File: src/rtl/prio_enc16.sv
// Sequential 16-to-4 priority encoder: captures active-low requests into a sticky
// pending mask and returns one index at a time over a valid/ready handshake.
module prio_enc16 #(
  parameter bit ROUND_ROBIN = 1'b0
) (
  input  logic        clk,
  input  logic        reset,
  input  logic        En,
  input  logic [0:15] Yn,
  input  logic        ready,
  output logic [3:0]  W,
  output logic        valid,
  output logic [0:15] pend
);

  localparam int unsigned N  = 16;
  localparam int unsigned IW = 4;

  typedef enum logic {
    S_IDLE    = 1'b0,
    S_PRESENT = 1'b1
  } state_e;

  state_e          state_q, state_d;
  logic [IW-1:0]   w_q, w_d;
  logic [IW-1:0]   ptr_q, ptr_d;
  logic            valid_q, valid_d;
  logic [0:N-1]    pend_q, pend_d;

  logic            hs;
  logic [0:N-1]    cand;
  logic [IW-1:0]   start;
  logic [IW-1:0]   idx;
  logic [IW-1:0]   sel;
  logic            found;

  // Candidate search, pending-mask update and next-state decode
  always_comb begin
    hs    = (state_q == S_PRESENT) && ready;
    cand  = pend_q;
    if (state_q == S_PRESENT) cand[w_q] = 1'b0;

    // Scan origin: round-robin resumes after the last grant (the one being retired when presenting)
    if (ROUND_ROBIN) start = (state_q == S_PRESENT) ? w_q + IW'(1) : ptr_q + IW'(1);
    else             start = '0;

    idx   = '0;
    sel   = '0;
    found = 1'b0;
    for (int k = 0; k < N; k++) begin
      idx = start + IW'(k);
      if (!found && cand[idx]) begin
        sel   = idx;
        found = 1'b1;
      end
    end

    // Capture is applied after the clear so a same-edge re-request keeps the bit set
    pend_d = pend_q;
    if (hs) pend_d[w_q] = 1'b0;
    if (En) pend_d = pend_d | ~Yn;

    state_d = state_q;
    w_d     = w_q;
    valid_d = valid_q;
    ptr_d   = ptr_q;
    case (state_q)
      S_IDLE: begin
        if (found) begin
          state_d = S_PRESENT;
          w_d     = sel;
          valid_d = 1'b1;
        end
      end
      S_PRESENT: begin
        if (ready) begin
          ptr_d = w_q;
          if (found) begin
            w_d = sel;
          end else begin
            state_d = S_IDLE;
            valid_d = 1'b0;
          end
        end
      end
      default: begin
        state_d = S_IDLE;
        valid_d = 1'b0;
      end
    endcase
  end

  always_ff @(posedge clk) begin
    if (reset) begin
      state_q <= S_IDLE;
      w_q     <= '0;
      ptr_q   <= IW'(N - 1);
      valid_q <= 1'b0;
      pend_q  <= '0;
    end else begin
      state_q <= state_d;
      w_q     <= w_d;
      ptr_q   <= ptr_d;
      valid_q <= valid_d;
      pend_q  <= pend_d;
    end
  end

  assign W     = w_q;
  assign valid = valid_q;
  assign pend  = pend_q;

endmodule

File: config.mk
export PLATFORM = sky130hd
export DESIGN_NAME = prio_enc16
export DESIGN_NICKNAME = d
export VERILOG_FILES = /design/src/rtl/prio_enc16.sv
export SDC_FILE = /design/constraint.sdc
export NUM_CORES = 1
export LEC_CHECK = 0
export ABC_CLOCK_PERIOD_IN_PS = 5250
export BUFFER_PORTS_ARGS = -buffer_cell sky130_fd_sc_hd__buf_2
export CORE_UTILIZATION = 54
export DETAILED_ROUTE_END_ITERATION = 8
export PLACE_DENSITY = 0.84
export SLEW_MARGIN = 20
export SYNTH_ARGS = -nofsm -noshare
export SYNTH_HDL_FRONTEND = slang
export SYNTH_SLANG_ARGS = --single-unit
export TNS_END_PERCENT = 5
File: constraint.sdc
create_clock -name clk -period 5.25 [get_ports clk]
set_input_delay 1.05 -clock clk [delete_from_list [all_inputs] [get_ports clk]]
set_output_delay 1.05 -clock clk [all_outputs]
set_load 0.05 [all_outputs]
# Yosys cells after proc, flatten, opt, wreduce, memory -nomap -nowiden
# Index checks and enable logic that the tools add are counted.
# totals
ramBits	0
input_bits	20
output_inout_bits	21
word_cells	94
romBits	0
latchBits	0
regBits	22
mem_count	0
# op_classes
order_cmp	2
eq_ne	3
n_div	0
addsub	0
mux	46
n_shift	0
reduce_logical	33
multipliers	0
n_bitwise	6
# ops
op	count
two-way mux 16 bit	3
two-way mux 4 bit	10
inverter 16 bit	2
two-way mux 1 bit	23
logical AND 1 bit	17
bitwise AND 16 bit	1
OR 16 bit	1
logical NOT 1 bit	15
two-way mux 3 bit	4
one-hot mux 4 bit (2 select lines)	1
inequality test 2 bit, second input constant	3
greater-or-equal comparator 5 bit, second input constant	1
less-than comparator 5 x 1 -> 1 bit, second input constant	1
inverter 4 -> 5 bit	1
demux 1 bit (select 4 bit)	1
two-way mux 2 bit	2
one-hot mux 1 bit (2 select lines)	2
AND reduction 3 bit	1
inverter 1 bit	1

# Logic depth before layout (Yosys ltp)
# Gate-level depths: netlist of run 1.
# logic_depth
word_depth	57
depth_mapped	7
depth_no_buf	6

# Least setup slack after synthesis of run 1
# OpenSTA, ideal clock, no wires.
# synth_timing
path_type	reg-to-reg
start	register w_q[1] (netlist: W[1])
end	register w_q[0] (netlist: W[0])
path_slack_ns	3.106
t_required_ns	5.176
path_stages_with_launch	8
setup_time_ns	0.074
arrival_time_ns	2.070
period_less_slack_ns	2.144
path_cell_list	dfxtp_1 -> buf_4 -> or3b_4 -> o21ai_2 -> and4_4 -> nand3_2 -> or3_1 -> a31oi_1
# synth_via
elab_chain_cells	57
# synth_lines
item	line	text
start: declaration	25	logic [IW-1:0] w_q, w_d;
start signal: assignment	102	w_q <= w_d;
inverter 4 -> 5 bit (not written as such) *	41	if (state_q == S_PRESENT) cand[w_q] = 1'b0;
greater-or-equal comparator 5 bit (not written as such) or less-than comparator 5 x 1 -> 1 bit (tied branches)	41	
logical AND 1 bit (not written as such)	41	
two-way mux 1 bit (not written as such)	41	
demux 1 bit (select 4 bit) *	41	
inverter 16 bit (no source line) *	-	
bitwise AND 16 bit (no source line) *	-	
two-way mux 16 bit *	41	
(+41 left out)	-	
logical AND 1 bit	52	if (!found && cand[idx]) begin
two-way mux 1 bit	52	
logical NOT 1 bit	52	
logical AND 1 bit	52	
two-way mux 4 bit or two-way mux 1 bit (tied branches)	52	
two-way mux 4 bit *	69, 78	
two-way mux 4 bit	76	if (ready) begin
one-hot mux 4 bit (2 select lines) *	67	case (state_q)
# Every way passes the cells marked *; elsewhere a longest branch is shown, timed or not. The select of a mux whose other input is x is not followed.
# A chain may end at the register's enable or synchronous reset.

# Final worst setup path of run 1
# layout_timing
start	register w_q[0] (netlist: W[0])
end	output W[0]
# layout_lines
item	line	text
end: declaration	11	output logic [3:0] W,
# No word-level cell between the ends.

==> results of run 1 <==
worst max path at each step:
stage               slack, ns  start  cells after the start    to
floorplan                3.11   W[1]                      7  W[0]
global placement         3.18   W[0]                      6  W[0]
detailed placement       3.04   W[0]                      6  W[0]
CTS                      2.86   W[0]                      1  W[0]
global route             2.80   W[0]                      1  W[0]
finish                   2.85   W[0]                      1  W[0]
cell usage after synthesis, drive strengths merged:
cell type,n
or2,4
inv,9
o21ba,1
nor3,2
nand4bb,1
and4bb,1
nand2,8
nand2b,19
nor2,6
a21boi,1
clkbuf,4
or2b,1
o31ai,1
o22a,1
a311oi,1
nand3,3
or3,5
o21ai,29
nand4,2
a21oi,19
a31oi,4
a21o,1
nand3b,2
dfxtp,22
and4,1
a221oi,3
o32a,1
or3b,1
and3,1
mux2,2
o22ai,1
buf,4
o21a,4
nand4b,1
area by class of cell:
class	count	area (µm²)	share of cell area [%]
multi-input cells	127	774.5	51.41
clock buffers	3	22.52	1.495
inverters	9	33.78	2.243
well taps	28	35.03	2.326
repair buffers	40	200.2	13.29
flip-flops and latches	22	440.4	29.24
metal layers:
| metal | part of all wire (%) | routed length (µm) | vias to the layer above |
|---|---|---|---|
| li1 | - | - | 672 |
| met1 | 41 | 1483 | 654 |
| met2 | 49 | 1769 | 89 |
| met3 | 8.5 | 311 | 11 |
| met4 | 2.0 | 74 | 0 |
| met5 | 0 | 0 | - |
sequential cells by signal (all words and copies together) (netlist names):
name,count
state_q,1
W,4
valid,1
pend,16
through the flow:
step	hold slack, ns	instances	utilization (%)	cell area [µm²]	total power (W)
after floorplan	0.6577	166	-	1301	0.0003200
after detailed placement	0.4946	226	66.44	1484	0.0003571
after global placement	0.4836	226	66.44	1484	0.0003518
final	0.5145	229	67.45	1506	0.0004333
after global routing	0.5481	229	67.45	1506	0.0004545
after CTS	0.5136	229	67.45	1506	0.0004308
cells by family after synthesis:
group / synth area share, %
AND/OR/NAND/NOR: 27.31
AO/OA/AOI/OAI: 30.48
multiplexers: 1.731
flip-flops: 33.85
buffers and inverters: 6.634
power by group:
group | leakage (nW) | internal, W | switching (W)
Clock | 0.0138 | 0.0000268 | 0.0000503
Combinational | 0.453 | 0.0000506 | 0.000100
Sequential | 0.183 | 0.000181 | 0.0000244
==> report_table.html, run 1 <==
<table>
<tr><th>Metric</th><th>Value</th></tr>
<tr><th colspan="2">CTS</th></tr>
<tr><td>CTS HTree Levels</td><td>1</td></tr>
<tr><td>Clock Latency Late Sink</td><td>0.31 ns</td></tr>
<tr><td>Number of CTS-inserted buffers</td><td>3</td></tr>
<tr><td>Clock slew at reported path FFs</td><td>0.12 ns</td></tr>
<tr><td>CTS Sinks</td><td>22</td></tr>
<tr><td>CTS resizes</td><td>0</td></tr>
<tr><td>CTS max path bufs</td><td>2</td></tr>
<tr><td>CTS hold repair buffers</td><td>0</td></tr>
<tr><td>Buffer type at the clock tree root</td><td>clkbuf_4</td></tr>
<tr><td>TritonCTS clock tree</td><td>done</td></tr>
<tr><td>Setup repair bufs after CTS</td><td>0</td></tr>
<tr><th colspan="2">Logic synthesis</th></tr>
<tr><td>Cells taking the most area after synthesis</td><td>dfxtp_1 (34%), nand2b_1 (9.1%), o21ai_0 (8.8%)</td></tr>
<tr><td>Synth cell types</td><td>38</td></tr>
<tr><td>Area fraction of the dominant cell type after synthesis</td><td>33.85%</td></tr>
<tr><td>Ys Warns</td><td>0</td></tr>
<tr><td>Cell area after technology mapping</td><td>1301 µm²</td></tr>
<tr><td>Synth Area per Inst</td><td>7.839 µm²</td></tr>
<tr><td>Number of standard cells after synthesis</td><td>166</td></tr>
<tr><td>Biggest area consumer among synthesized cells</td><td>dfxtp_1</td></tr>
<tr><td>Post-Synthesis Net Count</td><td>186</td></tr>
<tr><td>Seq/Total Area, Yosys</td><td>33.85%</td></tr>
<tr><td>Flop and latch count out of synthesis</td><td>22</td></tr>
<tr><th colspan="2">Hold path</th></tr>
<tr><td>Destination of the worst hold path</td><td>pend[3]</td></tr>
<tr><td>Path class of the lowest-slack min-delay path</td><td>flip-flop to flip-flop</td></tr>
<tr><td>Start point of the worst min-delay path</td><td>pend[3]</td></tr>
<tr><td>Hold path cells</td><td>2</td></tr>
<tr><th colspan="2">Timing</th></tr>
<tr><td>Portion of the clock cycle consumed by the worst path in the final layout</td><td>45.78%</td></tr>
<tr><td>Max transition margin</td><td>64.44%</td></tr>
<tr><td>Least setup slack across all paths after layout</td><td>2.847 ns</td></tr>
<tr><td>Worst-case clock skew</td><td>0.009524 ns</td></tr>
<tr><td>Final setup violation count</td><td>0</td></tr>
<tr><td>Number of max-slew violations in the final report</td><td>0</td></tr>
<tr><td>Setup TNS</td><td>0 ns</td></tr>
<tr><td>Measured slew at the worst slew-check pin</td><td>0.5327 ns</td></tr>
<tr><td>Maximum operating frequency</td><td>0.4161 GHz</td></tr>
<tr><td>Hold Vio Cnt, Final</td><td>0</td></tr>
<tr><td>RSZ-0062 raised after global routing</td><td>false</td></tr>
<tr><td>Final Critical Period</td><td>2.403 ns</td></tr>
<tr><th colspan="2">Power and ir drop</th></tr>
<tr><td>Static Leak</td><td>0.6493 nW</td></tr>
<tr><td>Total power divided by cell area</td><td>287.6 nW/µm²</td></tr>
<tr><td>Highest ir drop seen on vdd</td><td>0.0002134 V</td></tr>
<tr><th colspan="2">Final layout</th></tr>
<tr><td>Filler cell count in the final layout</td><td>216</td></tr>
<tr><td>Commonest non-fill, non-tap cells in the layout</td><td>buf_2 (40), o21ai_0 (23), dfxtp_1 (22)</td></tr>
<tr><td>Fraction of final layout cells with drive strength greater than 1</td><td>28.36%</td></tr>
<tr><td>Area delta synth-&gt;final</td><td>15.77%</td></tr>
<tr><td>Fin nets</td><td>223</td></tr>
<tr><td>Most common library cell in the layout ignoring fill and taps</td><td>buf_2</td></tr>
<tr><td>Antenna fix cells</td><td>0</td></tr>
<tr><th colspan="2">Critical path</th></tr>
<tr><td>Cell type of the slowest stage on the worst timing path</td><td>dfxtp_1</td></tr>
<tr><td>Cell family with the largest share of critical-path delay</td><td>flip-flops</td></tr>
<tr><td>Ordered list of cells on the worst path</td><td>buf_2</td></tr>
<tr><td>Count of buffering cells on the critical path with inverters included</td><td>1</td></tr>
<tr><td>Required time of the critical path</td><td>4.20 ns</td></tr>
<tr><td>Length in cells of the worst reg-to-reg path</td><td>6</td></tr>
<tr><td>Peak fanout along the critical path</td><td>17</td></tr>
<tr><td>Startpoint of the worst register-to-register path</td><td>W[0]</td></tr>
<tr><td>Nature of the critical path endpoint</td><td>primary output</td></tr>
<tr><td>Startpoint Class</td><td>flip-flop</td></tr>
<tr><td>Startpoint-to-endpoint class of the critical path</td><td>flip-flop to primary output</td></tr>
<tr><td>Critical path arrival</td><td>1.35 ns</td></tr>
<tr><td>Setup slack, reg-to-reg</td><td>3.00 ns</td></tr>
<tr><td>Crit path largest cell delay</td><td>0.68 ns</td></tr>
<tr><td>R2r endpoint</td><td>W[0]</td></tr>
<tr><th colspan="2">Drt</th></tr>
<tr><td>Drt via density</td><td>6.227</td></tr>
<tr><td>Wire length per cell after detailed routing</td><td>15.89 µm</td></tr>
<tr><td>Final routed DRC violation total</td><td>0</td></tr>
<tr><td>Number of iterations in the first detailed-routing pass</td><td>4</td></tr>
<tr><td>Initial detailed-routing violation count</td><td>44</td></tr>
<tr><td>Total vias in the final route</td><td>1426</td></tr>
<tr><td>Total Routed Length</td><td>3.639 mm</td></tr>
<tr><td>Detail Route Antenna Nets</td><td>0</td></tr>
<tr><th colspan="2">Global route</th></tr>
<tr><td>M1 GR Usage</td><td>38.62%</td></tr>
<tr><td>Antenna violations before repair</td><td>0</td></tr>
<tr><td>GRT Overall Usage</td><td>31.14%</td></tr>
<tr><td>Grt ovf</td><td>0</td></tr>
<tr><td>Wire length of the first global-routing pass</td><td>6.092 mm</td></tr>
<tr><td>Pin count of the biggest net entering global routing</td><td>23</td></tr>
<tr><td>Via count of the first global-routing pass</td><td>1332</td></tr>
<tr><td>Met2 track demand over resource</td><td>53.29%</td></tr>
<tr><td>GR peak layer</td><td>met2</td></tr>
<tr><td>Grt met3 use</td><td>4.167%</td></tr>
<tr><th colspan="2">Floorplanning</th></tr>
<tr><td>Count of standard-cell rows</td><td>17</td></tr>
<tr><td>Core footprint</td><td>2233 µm²</td></tr>
<tr><td>Die Area</td><td>2610 µm²</td></tr>
<tr><td># IOs</td><td>41</td></tr>
<tr><td>Initial core utilization</td><td>58.26%</td></tr>
<tr><td>Die H</td><td>51.09 µm</td></tr>
<tr><td>Die Wd</td><td>51.09 µm</td></tr>
<tr><th colspan="2">Outcome</th></tr>
<tr><td>Outcome</td><td>finished clean</td></tr>
<tr><th colspan="2">Place</th></tr>
<tr><td>Final estimated routing congestion in global placement</td><td>0.9948</td></tr>
<tr><td>Quantity of I/O buffers inserted on ports</td><td>40</td></tr>
<tr><td>Place WS</td><td>3.037 ns</td></tr>
<tr><td>Detailed-placement wirelength estimate</td><td>2.705 mm</td></tr>
<tr><th colspan="2">Run</th></tr>
<tr><td># Max-Cap Violations</td><td>0</td></tr>
</table>
Note: power is estimated with default switching activity, not from simulation.
==> run 2, diff against run 1 <==
ABC_AREA = 1   (was default)
ABC_CLOCK_PERIOD_IN_PS = 2300   (was 5250)
CORE_UTILIZATION = 51   (was 54)
PLACE_DENSITY = 0.79   (was 0.84)
clock period = 2.3 ns   (was 5.25 ns; I/O delays follow)
==> run 2 against run 1 <==
Clock power rose to 2.8 times the previous value. Final cell count up 27%. Hold slack got worse by 0.15 ns. Global-route usage decreased by 6.2 points. First-iteration DRC count down 14%. Synthesized area up 6.1%. Highest routed layer unchanged.
==> report_table.html, run 2 <==
<table>
<tr><th>Metric</th><th>Value</th></tr>
<tr><th colspan="2">Final layout</th></tr>
<tr><td>Fraction of the core area covered by cells at the end of the flow</td><td>70.68% (+3.2 points)</td></tr>
<tr><td>Commonest non-fill, non-tap cells in the layout</td><td>nand2_1 (51), buf_2 (40), inv_1 (28)</td></tr>
<tr><td>Largest register FFs</td><td>16 (unchanged)</td></tr>
<tr><td>Fraction of final layout cells with drive strength greater than 1</td><td>36.02% (+7.7 points)</td></tr>
<tr><td>Most common library cell in the layout ignoring fill and taps</td><td>nand2_1</td></tr>
<tr><td>Fin area</td><td>1783 µm² (+18%)</td></tr>
<tr><td>Filler cell count in the final layout</td><td>241 (+12%)</td></tr>
<tr><td>Fin nets</td><td>282 (+26%)</td></tr>
<tr><td>Antenna fix cells</td><td>0 (unchanged)</td></tr>
<tr><td>Area delta synth-&gt;final</td><td>29.19%</td></tr>
<tr><th colspan="2">Timing</th></tr>
<tr><td>Measured slew at the worst slew-check pin</td><td>0.5135 ns (-0.01920 ns)</td></tr>
<tr><td>Worst-case clock skew</td><td>0.005751 ns (-0.003773 ns)</td></tr>
<tr><td>Final Critical Period</td><td>2.228 ns</td></tr>
<tr><td>Final setup violation count</td><td>0 (unchanged)</td></tr>
<tr><td>Number of max-slew violations in the final report</td><td>0 (unchanged)</td></tr>
<tr><td>Hold Vio Cnt, Final</td><td>0 (unchanged)</td></tr>
<tr><td>Portion of the clock cycle consumed by the worst path in the final layout</td><td>96.85%</td></tr>
<tr><td>Maximum operating frequency</td><td>0.4489 GHz</td></tr>
<tr><td>RSZ-0062 raised after global routing</td><td>true</td></tr>
<tr><td>Max transition margin</td><td>65.41% (+0.97 points)</td></tr>
<tr><th colspan="2">Floorplanning</th></tr>
<tr><td>Core footprint</td><td>2522 µm² (+13%)</td></tr>
<tr><td>Die Area</td><td>2918 µm² (+12%)</td></tr>
<tr><td>Count of standard-cell rows</td><td>18 (+1)</td></tr>
<tr><td>Initial core utilization</td><td>54.71% (-3.6 points)</td></tr>
<tr><td># IOs</td><td>41 (unchanged)</td></tr>
<tr><td>Die Wd</td><td>54.02 µm (+5.7%)</td></tr>
<tr><td>Die H</td><td>54.02 µm (+5.7%)</td></tr>
<tr><th colspan="2">Critical path</th></tr>
<tr><td>Critical path arrival</td><td>2.45 ns (+1.10 ns)</td></tr>
<tr><td>Setup slack, reg-to-reg</td><td>0.07 ns (-2.93 ns)</td></tr>
<tr><td>Cell type of the slowest stage on the worst timing path</td><td>dfxtp_4</td></tr>
<tr><td>Number of cells on the critical path</td><td>15 (+14)</td></tr>
<tr><td>Crit path top cell by count</td><td>nor2_4</td></tr>
<tr><td>Startpoint Class</td><td>flip-flop</td></tr>
<tr><td>R2r endpoint</td><td>W[1]</td></tr>
<tr><td>Peak fanout along the critical path</td><td>5 (-12)</td></tr>
<tr><td>Count of buffering cells on the critical path with inverters included</td><td>1 (unchanged)</td></tr>
<tr><td>Critical Path End</td><td>W[1]</td></tr>
<tr><td>Ordered list of cells on the worst path</td><td>buf_6 &gt; nor2_4 &gt; nand3_2 &gt; nand2_2 &gt; nand2_4 &gt; nor2_4 &gt; nand4_4 &gt; nor2_4 &gt; nand4_4 &gt; nor3_4 &gt; nand4_2 &gt; nand2_2 &gt; nand2_1 &gt; nand2_1 &gt; nor2_1</td></tr>
<tr><td>Startpoint of the worst register-to-register path</td><td>W[1]</td></tr>
<tr><td>Required time of the critical path</td><td>2.52 ns (-1.68 ns)</td></tr>
<tr><td>Cell family with the largest share of critical-path delay</td><td>simple AND/OR/NAND/NOR gates</td></tr>
<tr><td>Crit path largest cell delay</td><td>0.38 ns (-0.30 ns)</td></tr>
<tr><td>Nature of the critical path endpoint</td><td>flip-flop</td></tr>
<tr><td>Startpoint-to-endpoint class of the critical path</td><td>flip-flop to flip-flop</td></tr>
<tr><td>Length in cells of the worst reg-to-reg path</td><td>15 (+9)</td></tr>
<tr><td>Launch point of the worst path</td><td>W[1]</td></tr>
<tr><th colspan="2">Logic synthesis</th></tr>
<tr><td>Cell types with the highest counts after synthesis</td><td>nand2_1 (53), inv_1 (29), o21ai_0 (26), dfxtp_1 (22), a21oi_1 (19)</td></tr>
<tr><td>Cell area after technology mapping</td><td>1380 µm² (+6.1%)</td></tr>
<tr><td>Count of flip-flops with a built-in enable after synthesis</td><td>0 (unchanged)</td></tr>
<tr><td>Biggest area consumer among synthesized cells</td><td>dfxtp_1</td></tr>
<tr><td>Ys Warns</td><td>0 (unchanged)</td></tr>
<tr><td>Post-Synthesis Net Count</td><td>233 (+25%)</td></tr>
<tr><td>Area fraction of the dominant cell type after synthesis</td><td>31.91% (-1.9 points)</td></tr>
<tr><td>Seq/Total Area, Yosys</td><td>31.91% (-1.9 points)</td></tr>
<tr><td>Number of standard cells after synthesis</td><td>213 (+28%)</td></tr>
<tr><td>Synth cell types</td><td>30 (-21%)</td></tr>
<tr><td>Synth Area per Inst</td><td>6.479 µm² (-17%)</td></tr>
<tr><td>Flop and latch count out of synthesis</td><td>22 (unchanged)</td></tr>
<tr><td>Cells taking the most area after synthesis</td><td>dfxtp_1 (32%), nand2_1 (14%), o21ai_0 (9.4%)</td></tr>
<tr><td>Main synth FF type</td><td>dfxtp_1</td></tr>
<tr><td>Synth async-reset ratio</td><td>0% (unchanged)</td></tr>
<tr><td>Most common cell in the netlist</td><td>nand2_1</td></tr>
<tr><th colspan="2">Power and ir drop</th></tr>
<tr><td>Static Leak</td><td>0.8989 nW (+38%)</td></tr>
<tr><td>Total power divided by cell area</td><td>634.2 nW/µm² (+120%)</td></tr>
<tr><td>Post-layout total power</td><td>0.001131 W (+160%)</td></tr>
<tr><td>Highest ir drop seen on vdd</td><td>0.0005525 V (+160%)</td></tr>
<tr><th colspan="2">Global route</th></tr>
<tr><td>Grt ovf</td><td>0 (unchanged)</td></tr>
<tr><td>Pin count of the biggest net entering global routing</td><td>19 (-17%)</td></tr>
<tr><td>GRT Overall Usage</td><td>24.91% (-6.2 points)</td></tr>
<tr><td>Wire length of the first global-routing pass</td><td>5.195 mm (-15%)</td></tr>
<tr><td>Antenna violations before repair</td><td>0 (unchanged)</td></tr>
<tr><td>Via count of the first global-routing pass</td><td>1196 (-10%)</td></tr>
<tr><th colspan="2">Hold path</th></tr>
<tr><td>Path class of the lowest-slack min-delay path</td><td>primary input to flip-flop</td></tr>
<tr><td>Hold path cells</td><td>4 (+2)</td></tr>
<tr><th colspan="2">CTS</th></tr>
<tr><td>CTS max path bufs</td><td>2 (unchanged)</td></tr>
<tr><td>TritonCTS clock tree</td><td>done</td></tr>
<tr><td>CTS hold repair buffers</td><td>0 (unchanged)</td></tr>
<tr><td>Number of CTS-inserted buffers</td><td>3 (unchanged)</td></tr>
<tr><td>Buffer type at the clock tree root</td><td>clkbuf_4</td></tr>
<tr><td>CTS HTree Levels</td><td>1 (unchanged)</td></tr>
<tr><td>Clock slew at reported path FFs</td><td>0.12 ns (about the same)</td></tr>
<tr><td>CTS Sinks</td><td>22 (unchanged)</td></tr>
<tr><td>Clock Latency Late Sink</td><td>0.32 ns (about the same)</td></tr>
<tr><th colspan="2">Place</th></tr>
<tr><td>Final estimated routing congestion in global placement</td><td>0.9123 (-8.3%)</td></tr>
<tr><td>Detailed-placement wirelength estimate</td><td>2.519 mm (-6.9%)</td></tr>
<tr><td>Quantity of I/O buffers inserted on ports</td><td>40 (unchanged)</td></tr>
<tr><td>Placement-stage cell area</td><td>1628 µm² (+9.7%)</td></tr>
<tr><th colspan="2">Run</th></tr>
<tr><td># Max-Cap Violations</td><td>0 (unchanged)</td></tr>
<tr><th colspan="2">Drt</th></tr>
<tr><td>Total vias in the final route</td><td>1485 (+4.1%)</td></tr>
<tr><td>Wire length per cell after detailed routing</td><td>11.81 µm (-26%)</td></tr>
<tr><td>Detail Route Antenna Nets</td><td>0 (unchanged)</td></tr>
<tr><td>Total Routed Length</td><td>3.437 mm (-5.6%)</td></tr>
<tr><td>Final routed DRC violation total</td><td>0 (unchanged)</td></tr>
<tr><td>Number of iterations in the first detailed-routing pass</td><td>4 (unchanged)</td></tr>
<tr><td>Initial detailed-routing violation count</td><td>38 (-14%)</td></tr>
<tr><td>Drt via density</td><td>5.103 (-18%)</td></tr>
<tr><th colspan="2">Outcome</th></tr>
<tr><td>Outcome</td><td>finished clean</td></tr>
</table>
run 2: kinds of logic after synthesis:
| logic type | count (synthesis) | synth area share, % |
|---|---|---|
| AOI/OAI and AO/OA | 53 | 20.94 |
| buffers and inverters | 41 | 11.15 |
| DFF | 22 | 31.91 |
| and+or+nand+nor | 97 | 35.99 |
run 2: cell type report:
cell class	instances	area, µm²	area share [%]
clock buffer	4	36.28	2.035
inverter	35	131.4	7.368
multi-input combinational	150	844.6	47.37
sequential	22	454.2	25.47
tap	30	37.54	2.105
timing repair buffer	50	279.0	15.65
run 2: repair_timing:
item | in CTS | in global routing
gates resized for setup | 0 | 22
setup endpoints to repair | 0 | 6
setup buffers | 0 | 6
run 2: routing by layer:
layer	vias up	wire length [µm]	global-route usage, %
met4	0	42	5.128
met2	31	1567	40.95
met3	4	159	5.932
met5	-	0	0
li1	781	-	-
met1	669	1668	32.94
run 2: worst min path at each step:
stage	start	slack (ns)	to
after floorplan	Yn[0]	0.62	pend[0]
after global placement	valid	0.46	valid
after detailed placement	valid	0.47	valid
after CTS	Yn[6]	0.36	pend[6]
after global routing	Yn[11]	0.36	pend[11]
final	Yn[7]	0.37	pend[7]
run 2: through the flow:
step	setup TNS [ns]	instances	setup slack (ns)	hold slack, ns
after CTS	0	285	0.06533	0.3639
after global placement	0	281	0.1462	0.4648
after detailed placement	0	281	0.09151	0.4701
after global routing	-0.3876	291	-0.1091	0.3600
final	0	291	0.07240	0.3663
after floorplan	0	213	0.01234	0.6233
run 2: power breakdown:
part | total (W) | leakage, nW | internal [W] | switching [W]
logic | 0.000457 | 0.693 | 0.000149 | 0.000308
registers | 0.000454 | 0.185 | 0.000417 | 0.0000378
clock network | 0.000219 | 0.0210 | 0.0000969 | 0.000122
run 2: worst register-to-register path, cell delays in order (launching register included):
cell and delay [ns]:
dfxtp_4 0.38, buf_6 0.12, nor2_4 0.17, nand3_2 0.10, nand2_2 0.11, nand2_4 0.06
nor2_4 0.12, nand4_4 0.10, nor2_4 0.16, nand4_4 0.11, nor3_4 0.24, nand4_2 0.13
nand2_2 0.16, nand2_1 0.07, nand2_1 0.05, nor2_1 0.04
==> run 3, diff against run 2 <==
CORE_UTILIZATION = 53   (was 51)
CTS_BUF_LIST = sky130_fd_sc_hd__clkbuf_2 sky130_fd_sc_hd__clkbuf_4 sky130_fd_sc_hd__clkbuf_8   (was default)
PLACE_DENSITY = 0.82   (was 0.79)
==> run 3 against run 2 <==
Sequential power hardly changed. Global-route usage is 3.3 points higher. Power is 5.1% lower.
==> report_table.html, run 3 (synthesized netlist as in run 2, its figures left out) <==
<table>
<tr><th>Metric</th><th>Value</th></tr>
<tr><th colspan="2">CTS</th></tr>
<tr><td>CTS HTree Levels</td><td>1 (unchanged)</td></tr>
<tr><td>CTS Sinks</td><td>22 (unchanged)</td></tr>
<tr><td>Number of CTS-inserted buffers</td><td>3 (unchanged)</td></tr>
<tr><td>Clock slew at reported path FFs</td><td>0.12 ns (about the same)</td></tr>
<tr><td>TritonCTS clock tree</td><td>done</td></tr>
<tr><td>Buffer type at the clock tree root</td><td>clkbuf_4</td></tr>
<tr><td>Clock Latency Late Sink</td><td>0.31 ns (about the same)</td></tr>
<tr><td>CTS max path bufs</td><td>2 (unchanged)</td></tr>
<tr><td>CTS hold repair buffers</td><td>0 (unchanged)</td></tr>
<tr><th colspan="2">Critical path</th></tr>
<tr><td>Required time of the critical path</td><td>2.50 ns (-0.02 ns)</td></tr>
<tr><td>Critical path arrival</td><td>2.40 ns (-0.05 ns)</td></tr>
<tr><td>Startpoint-to-endpoint class of the critical path</td><td>flip-flop to flip-flop</td></tr>
<tr><td>Startpoint Class</td><td>flip-flop</td></tr>
<tr><td>Peak fanout along the critical path</td><td>7 (+2)</td></tr>
<tr><td>Nature of the critical path endpoint</td><td>flip-flop</td></tr>
<tr><th colspan="2">Drt</th></tr>
<tr><td>Wire length per cell after detailed routing</td><td>12.28 µm (+4.0%)</td></tr>
<tr><td>Number of iterations in the first detailed-routing pass</td><td>4 (unchanged)</td></tr>
<tr><td>Final routed DRC violation total</td><td>0 (unchanged)</td></tr>
<tr><td>Drt via density</td><td>5.214 (+2.2%)</td></tr>
<tr><td>Initial detailed-routing violation count</td><td>31 (-18%)</td></tr>
<tr><td>Total Routed Length</td><td>3.562 mm (+3.6%)</td></tr>
<tr><td>Detail Route Antenna Nets</td><td>0 (unchanged)</td></tr>
<tr><td>Total vias in the final route</td><td>1512 (+1.8%)</td></tr>
<tr><th colspan="2">Timing</th></tr>
<tr><td>Final setup violation count</td><td>0 (unchanged)</td></tr>
<tr><td>Least setup slack across all paths after layout</td><td>0.09981 ns (+0.02740 ns)</td></tr>
<tr><td>Final Critical Period</td><td>2.200 ns (-0.02740 ns)</td></tr>
<tr><td>Measured slew at the worst slew-check pin</td><td>0.5322 ns (+0.01868 ns)</td></tr>
<tr><td>Portion of the clock cycle consumed by the worst path in the final layout</td><td>95.66% (-1.2 points)</td></tr>
<tr><td>Worst-case clock skew</td><td>0.006623 ns (+0.0008721 ns)</td></tr>
<tr><td>Number of max-slew violations in the final report</td><td>0 (unchanged)</td></tr>
<tr><td>Maximum operating frequency</td><td>0.4545 GHz (+1.2%)</td></tr>
<tr><td>RSZ-0062 raised after global routing</td><td>true</td></tr>
<tr><td>Final worst hold slack</td><td>0.3805 ns (+0.01414 ns)</td></tr>
<tr><td>Setup TNS</td><td>0 ns (unchanged)</td></tr>
<tr><td>Hold Vio Cnt, Final</td><td>0 (unchanged)</td></tr>
<tr><td>Max transition margin</td><td>64.44% (-0.97 points)</td></tr>
<tr><th colspan="2">Final layout</th></tr>
<tr><td>Fraction of the core area covered by cells at the end of the flow</td><td>70.20% (-0.48 points)</td></tr>
<tr><td>Antenna fix cells</td><td>0 (unchanged)</td></tr>
<tr><td>Largest register FFs</td><td>16 (unchanged)</td></tr>
<tr><td>Non-filler cells in the finished layout</td><td>290 (-0.34%)</td></tr>
<tr><td>Most common library cell in the layout ignoring fill and taps</td><td>nand2_1</td></tr>
<tr><td>Fraction of final layout cells with drive strength greater than 1</td><td>34.23% (-1.8 points)</td></tr>
<tr><td>Fin nets</td><td>282 (unchanged)</td></tr>
<tr><td>Commonest non-fill, non-tap cells in the layout</td><td>nand2_1 (52), buf_2 (40), inv_1 (28)</td></tr>
<tr><td>Area of the multi-input gates</td><td>818.3 µm² (-3.1%)</td></tr>
<tr><td>Filler cell count in the final layout</td><td>244 (+1.2%)</td></tr>
<tr><td>Area delta synth-&gt;final</td><td>26.02%</td></tr>
<tr><td>Footprint of the flip-flops and latches</td><td>454.2 µm² (unchanged)</td></tr>
<tr><th colspan="2">Floorplanning</th></tr>
<tr><td>Initial core utilization</td><td>55.71% (+0.99 points)</td></tr>
<tr><td>Die Area</td><td>2812 µm² (-3.6%)</td></tr>
<tr><td>Core footprint</td><td>2477 µm² (-1.8%)</td></tr>
<tr><td># IOs</td><td>41 (unchanged)</td></tr>
<tr><td>Count of standard-cell rows</td><td>18 (unchanged)</td></tr>
<tr><td>Die Wd</td><td>53.03 µm (-1.8%)</td></tr>
<tr><td>Die H</td><td>53.03 µm (-1.8%)</td></tr>
<tr><th colspan="2">Global route</th></tr>
<tr><td>GRT Overall Usage</td><td>28.21% (+3.3 points)</td></tr>
<tr><td>Via count of the first global-routing pass</td><td>1332 (+11%)</td></tr>
<tr><td>Grt ovf</td><td>0 (unchanged)</td></tr>
<tr><td>Antenna violations before repair</td><td>0 (unchanged)</td></tr>
<tr><td>Wire length of the first global-routing pass</td><td>5.747 mm (+11%)</td></tr>
<tr><td>Pin count of the biggest net entering global routing</td><td>19 (unchanged)</td></tr>
<tr><th colspan="2">Place</th></tr>
<tr><td>Place WS</td><td>0.1112 ns (+0.01965 ns)</td></tr>
<tr><td>Detailed-placement wirelength estimate</td><td>2.585 mm (+2.6%)</td></tr>
<tr><td>Placed insts</td><td>282 (+0.36%)</td></tr>
<tr><td>Final estimated routing congestion in global placement</td><td>0.9425 (+3.3%)</td></tr>
<tr><td>Quantity of I/O buffers inserted on ports</td><td>40 (unchanged)</td></tr>
<tr><th colspan="2">Run</th></tr>
<tr><td># Max-Cap Violations</td><td>0 (unchanged)</td></tr>
<tr><th colspan="2">Power and ir drop</th></tr>
<tr><td>Flop pwr share</td><td>42.4% (+2.2 points)</td></tr>
<tr><td>Switching power</td><td>0.0004542 W (-3.0%)</td></tr>
<tr><td>Total power divided by cell area</td><td>617.2 nW/µm² (-2.7%)</td></tr>
<tr><td>Static Leak</td><td>0.8849 nW (-1.6%)</td></tr>
<tr><td>P_int</td><td>0.0006192 W (-6.6%)</td></tr>
<tr><td>Power share of the combinational group</td><td>41.3% (+0.9 points)</td></tr>
<tr><td>Portion of total power attributed to the clock network</td><td>16.2% (-3.2 points)</td></tr>
<tr><td>Sw frac</td><td>42.31% (+0.92 points)</td></tr>
<tr><td>Highest ir drop seen on vdd</td><td>0.0004304 V (-22%)</td></tr>
<tr><th colspan="2">Hold path</th></tr>
<tr><td>Path class of the lowest-slack min-delay path</td><td>primary input to flip-flop</td></tr>
<tr><th colspan="2">Outcome</th></tr>
<tr><td>Outcome</td><td>finished clean</td></tr>
</table>
==> run 3: final cells by class <==
type,count,share of cell area [%]
Inverter,35,7.554
Tap cell,30,2.158
Multi-Input combinational cell,150,47.05
Clock buffer,3,1.295
Timing Repair Buffer,50,15.83
Sequential cell,22,26.12
==> run 3: critical path, cell delays in order (launching register included) <==
cell and delay (ns):
dfxtp_4 0.39, nor2_4 0.22, nand3_1 0.12, nand2_2 0.09
nand2_2 0.08, nor2_4 0.14, nand4_4 0.09, nor2_4 0.18
nand4_4 0.12, nor3_4 0.24, nand4_2 0.13, nand2_2 0.15
nand2_1 0.07, nand2_1 0.06, nor2_1 0.04
==> run 3: power groups by stage <==
stage / sequential [W] / combinational (W) / clock (W)
final: 0.000455 / 0.000444 / 0.000174
after global routing: 0.000462 / 0.000483 / 0.000189
after CTS: 0.000450 / 0.000413 / 0.000177
after detailed placement: 0.000459 / 0.000410 / 0
after global placement: 0.000457 / 0.000410 / 0
after floorplan: 0.000561 / 0.000197 / 0
==> run 3: final timing paths <==
| path | from | endpoint | slack (ns) | cells past startpoint |
|---|---|---|---|---|
| hold / removal | Yn[1] | pend[1] | 0.38 | 4 |
| setup / recovery | W[2] | W[1] | 0.1 | 14 |
| setup reg to reg | W[2] | W[1] | 0.1 | 14 |
| hold reg to reg | pend[8] | pend[8] | 0.49 | 2 |
==> run 3: timing repair <==
item,4_1_cts,5_1_grt
endpoints found under the setup margin,0,5
gates resized for setup,0,15
setup buffers,0,5
==> run 3: stage by stage <==
step	total power, W	instance area (µm²)
2_1_floorplan	0.0007578	1383
3_3_place_gp	0.0008665	1635
3_5_place_dp	0.0008693	1635
4_1_cts	0.001040	1658
5_1_grt	0.001134	1739
6_report	0.001073	1739
==> run 3: layer usage <==
| layer | track usage, % | wire [µm] | vias to the layer above |
|---|---|---|---|
| met5 | 0 | 0 | - |
| met4 | 9.649 | 53 | 0 |
| met3 | 3.448 | 152 | 7 |
| met2 | 45.36 | 1670 | 47 |
| met1 | 38.50 | 1686 | 681 |
| li1 | - | - | 777 |
